--- src/rtl/ber_pkg.sv ---
// ---------------------------------------------------------------------------
// ber_pkg
// Shared definitions for the PRBS9 bit-error-rate checker.
//   PRBS_LEN      : length of the PRBS9 history (9 bits)
//   TAP_HI/TAP_LO : history taps feeding the prediction, b[n-9] ^ b[n-5]
//   DEFAULT_CNT_W : default width of the bit and error counters
//   berState_t    : checker state encoding FILL / SYNC / LOCK
// ---------------------------------------------------------------------------
package ber_pkg;

   localparam int PRBS_LEN      = 9;
   localparam int TAP_HI        = 8;
   localparam int TAP_LO        = 4;
   localparam int DEFAULT_CNT_W = 32;

   typedef enum logic [1:0] {
      ST_FILL = 2'd0,
      ST_SYNC = 2'd1,
      ST_LOCK = 2'd2
   } berState_t;

endpackage

--- src/rtl/ber_predictor.sv ---
// ---------------------------------------------------------------------------
// ber_predictor
// Nine-bit PRBS9 history register with next-bit prediction. The newest bit
// sits at bit 0; the prediction is h[8] ^ h[4]. On each enable the register
// shifts left and takes either the received bit or its own prediction.
// Ports:
//   clk      : system clock
//   rst      : asynchronous reset, active-low
//   i_enable : symbol strobe, shift on this cycle
//   i_loadRx : 1 = shift in i_rxIn, 0 = shift in the prediction
//   i_rxIn   : received bit
//   i_clr    : synchronous clear of the history (wins over i_enable)
//   o_pred   : predicted next bit
// ---------------------------------------------------------------------------
module ber_predictor
   import ber_pkg::*;
(
   input  logic clk,
   input  logic rst,
   input  logic i_enable,
   input  logic i_loadRx,
   input  logic i_rxIn,
   input  logic i_clr,
   output logic o_pred
);

   logic [PRBS_LEN-1:0] r_hist;
   logic                w_pred;
   logic                w_shiftIn;

   assign w_pred    = r_hist[TAP_HI] ^ r_hist[TAP_LO];
   assign w_shiftIn = i_loadRx ? i_rxIn : w_pred;
   assign o_pred    = w_pred;

   // History shift register. A clear coincident with a strobe discards
   // that strobe's bit so the next fill starts from an all-zero history.
   always_ff @(posedge clk or negedge rst) begin
      if (!rst) begin
         r_hist <= '0;
      end else if (i_clr) begin
         r_hist <= '0;
      end else if (i_enable) begin
         r_hist <= {r_hist[PRBS_LEN-2:0], w_shiftIn};
      end
   end

endmodule

--- config.mk ---
export PLATFORM = sky130hd
export DESIGN_NAME = ber_predictor
export DESIGN_NICKNAME = d
export VERILOG_FILES = /design/src/rtl/ber_pkg.sv /design/src/rtl/ber_predictor.sv
export SDC_FILE = /design/constraint.sdc
export NUM_CORES = 1
export LEC_CHECK = 0
export ABC_CLOCK_PERIOD_IN_PS = 1100
export CORE_AREA = 3 3 40 42
export DETAILED_ROUTE_END_ITERATION = 6
export DIE_AREA = 0 0 43 45
export HOLD_SLACK_MARGIN = 0.03
export PLACE_DENSITY_LB_ADDON = 0.25
export SYNTH_ARGS = -nofsm -noshare
export SYNTH_HDL_FRONTEND = slang
export SYNTH_SLANG_ARGS = --single-unit
--- constraint.sdc ---
create_clock -name clk -period 1.1 [get_ports clk]
set_clock_uncertainty 0.1 [all_clocks]
set_input_delay 0.165 -clock clk [delete_from_list [all_inputs] [get_ports clk]]
set_output_delay 0.165 -clock clk [all_outputs]
set_load 0.1 [all_outputs]
Word level (Yosys, flattened, before mapping) --
Cells that the tools add are included.
Word-level totals: input port bits 6, logic and storage cells 6, bits in registers 9, output and inout port bits 1
Cells by class: muxes and demuxes 3, bitwise gates (word level) 1, reduce and logical (&&, ||, !) cells 1
Operator list (number):
- 9-bit 2-to-1 mux | 2
- 2-bit nonzero test | 1
- 1-bit 2-to-1 mux | 1
- 1-bit XOR | 1

Logic depth before layout (Yosys ltp) --
depth after elaboration 4, depth in mapped cells 3, depth with buffers taken out 2

Worst setup path before layout --
No wires, ideal clock.
path type register -> register, start reg r_hist[4], end reg r_hist[0], arrival time 2.197 ns, cell stages (with the launch flop) 3, slack -1.269 ns, required time 0.928 ns, path through dfrtp_1 xor2_1 a311o_1
Between the ends: longest elaborated chain between the ends 4
RTL lines:
- from (decl) | RTL line ber_predictor.sv:27 | logic [PRBS_LEN-1:0] r_hist;
- from (signal assigned) | RTL line ber_predictor.sv:43 | r_hist <= {r_hist[PRBS_LEN-2:0], w_shiftIn};
- 1-bit XOR | RTL line ber_predictor.sv:31 | assign w_pred = r_hist[TAP_HI] ^ r_hist[TAP_LO];
- named net o_pred | RTL line ber_predictor.sv:24 | output logic o_pred
- 1-bit 2-to-1 mux | RTL line ber_predictor.sv:32 | assign w_shiftIn = i_loadRx ? i_rxIn : w_pred;
- 9-bit 2-to-1 mux | RTL line ber_predictor.sv:42 | end else if (i_enable) begin
- 9-bit 2-to-1 mux | RTL line ber_predictor.sv:40 | end else if (i_clr) begin
The timed path passes the listed nets, and every way through them passes these cells. The select of a mux whose other input is x is not followed. A chain may end at the register's enable or synchronous reset.

Worst setup path in the final report --
start reg r_hist[8], end out o_pred
Between the ends: longest elaborated chain between the ends 1
RTL lines (RTL line):
- 1-bit XOR | ber_predictor.sv:31
- to (decl) | ber_predictor.sv:24
Every way passes these cells.

==> run metrics <==
Yosys reg bits=9; clock latency on the worst-skew pair=0.26 ns; Pleak=0.272 nW; Primary FF master, synth=dfrtp_1; Max Clock Freq=740 MHz; GR Overflow Total=0; clock root buffer=clkbuf_4; pre-CTS setup slack=-0.313 ns; Setup WS post-layout=-0.251 ns; Post-synth EDFFs=0; cts hold-fix bufs=0; WL per Instance=11.6 um; clock power share=38.2%; Die Y=45 um; Worst EP arrival=1.09 ns; top post-synthesis cells by area=dfrtp_1, mux2i_1, nor2_1, buf_6, nor3b_2; via count=274; HP Class=input port to async pin; largest net degree at the start of global routing=10; Max-Cap Viols=0; port bufs=6; total wire length=694 um; outcome=complete, but fails checks; share of cells above drive strength 1=31.1%; Synth top area share=55.7%; Largest register FFs=9; fin. max-slew vios=0; yosys warns=0; total CTS buffers=3; Final nets=52; Max-slew headroom=73.0%; CTS tree=built; worst-margin pin slew=0.403 ns; asr flop ratio synth=100%; cell taking the most area after synthesis=dfrtp_1; Syn Area/Cell=12.6 um2; Biggest register=r_hist; CTS Buffer Depth=2; row count=13; Mapped Area=404 um2; largest family of logic cells by synthesized area=multiplexers; CP endpoint kind=output pin; Core ar.=1280 um2; vias in the first global route=327; Compound-Gate Fraction of Synth Area=2.48%; fin crit period=1.35 ns; adder-cell area share of the yosys netlist=0%; register area share after synthesis=55.7%; xor/xnor cell area share of the yosys netlist=2.17%; starting density of the core=31.5%; Clock transition at path regs=0.06 ns; RSZ-0062 raised after global routing=true; setup bufs post-CTS=0; simple-gate share of the synthesized area=14.2%; Cells after Synth=32; post-synth cell types=8; first-pass GRT wire length=1.31 mm; DRC viols=0; antenna-violating nets left=0; Worst Path Max Fanout=2; Critical Path RT=0.83 ns; Final setup viols=2; failing checks=negative setup slack; Worst Setup Path Type=flop to output pin; mux contribution to synthesized area=19.8%; internal power=0.000506 W; sequential share of power=52.5%; TNS Setup=-0.305 ns; P_sw=0.000132 W; DRT Pass-1 Iters=1; die area=1940 um2; Area Growth Syn to Fin=37.2%; vias per inst=4.57; PwrDens=1150 nW/um2; initial antenna violation count=0; part of the power in combinational logic=9.3%; Sw Share=20.7%; H-tree depth=1; gr usage total=9.69%; startpoint class of the critical path=flop; Iter 0 DRT Violations=0; antenna diode count=0; peak supply drop=0.736 mV; Sink Count=9; Largest regs=r_hist: 9 flops; chip width=43 um; I/O pins=7; final hold vios=0; top cells by count, synth=dfrtp_1, nor2_1, mux2i_1, buf_6; fin crit share=123%; syn_nets=38; Placer Congestion=0.759
[cell families (layout without fill, tap and decap cells)]
logic type,after synthesis,after routing
muxes,8,8
buffers and inverters,2,15
and+or+nand+nor,11,11
xor gates and xnor gates,1,1
AOI/OAI and AO/OA,1,1
DFF,9,9
[final timing paths]
path | cells after the start | slack [ns] | from | end
min reg2reg | 2 | 0.43 | r_hist[1]$_DFFE_PN0P_ | r_hist[1]$_DFFE_PN0P_
min | 1 | 0.1 | rst | r_hist[0]$_DFFE_PN0P_
max in group asynchronous | 1 | 0.49 | rst | r_hist[8]$_DFFE_PN0P_
max reg2reg | 2 | -0.05 | r_hist[8]$_DFFE_PN0P_ | r_hist[0]$_DFFE_PN0P_
max | 2 | -0.25 | r_hist[8]$_DFFE_PN0P_ | o_pred
min in group clk | 3 | 0.41 | i_enable | r_hist[0]$_DFFE_PN0P_
[layer usage]
metal | GRT usage (%) | up-vias | share of wire, %
met5 | 0 | - | 0
met4 | 5.42 | 0 | 1.7
met3 | 6.77 | 2 | 8.6
met2 | 15.6 | 7 | 51
met1 | 9.23 | 130 | 38
li1 | - | 135 | -
[power by group through the flow]
| stage | Clock (W) | Combinational, W | Sequential, W |
|---|---|---|---|
| 2_1_floorplan | 0 | 0.0000294 | 0.000341 |
| 3_3_place_gp | 0 | 0.0000595 | 0.000341 |
| 3_5_place_dp | 0 | 0.0000612 | 0.000341 |
| 4_1_cts | 0.000256 | 0.0000605 | 0.000335 |
| 5_1_grt | 0.000283 | 0.0000646 | 0.000335 |
| 6_report | 0.000244 | 0.0000592 | 0.000335 |
[worst max-delay path, stage by stage (launching register included)]
cell and delay (ns):
dfrtp_2 0.44, xor2_4 0.20, buf_12 0.19
[stage by stage]
stage / cells / power (W) / util [%] / area [um2] / hold slack, ns
finish: 60 / 0.000638 / 43.1 / 554 / 0.0993
global placement: 56 / 0.000401 / 41.0 / 527 / 0.374
floorplan: 32 / 0.000370 / - / 423 / -0.231
CTS: 60 / 0.000651 / 43.0 / 553 / 0.106
global route: 60 / 0.000683 / 43.1 / 554 / 0.120
detailed placement: 56 / 0.000402 / 41.0 / 527 / 0.384
[what timing repair did]
item                                    in CTS  in global routing
endpoints found under the setup margin       3                  2
pin swaps                                    2                  1
cloned                                       0                  0
resized for setup                            2                  1
[area by class of cell]
type                            instances  area, um2
Fill cell                             123        731
Sequential cell                         9        228
Multi-Input combinational cell         21        175
Timing Repair Buffer                   11        106
Clock buffer                            4       26.3
Tap cell                               15       18.8
[placed cells by master (no fill, tap or decap), types with 2 or more instances in the layout]
cell type / Yosys / routed
nor2_1: 9 / 9
dfrtp_1: 9 / 7
clkbuf_4: 0 / 3
mux2i_1: 8 / 8
clkdlybuf4s50_1: 0 / 4
buf_4: 0 / 5
dfrtp_2: 0 / 2
Power figures use the tool's default switching activity.
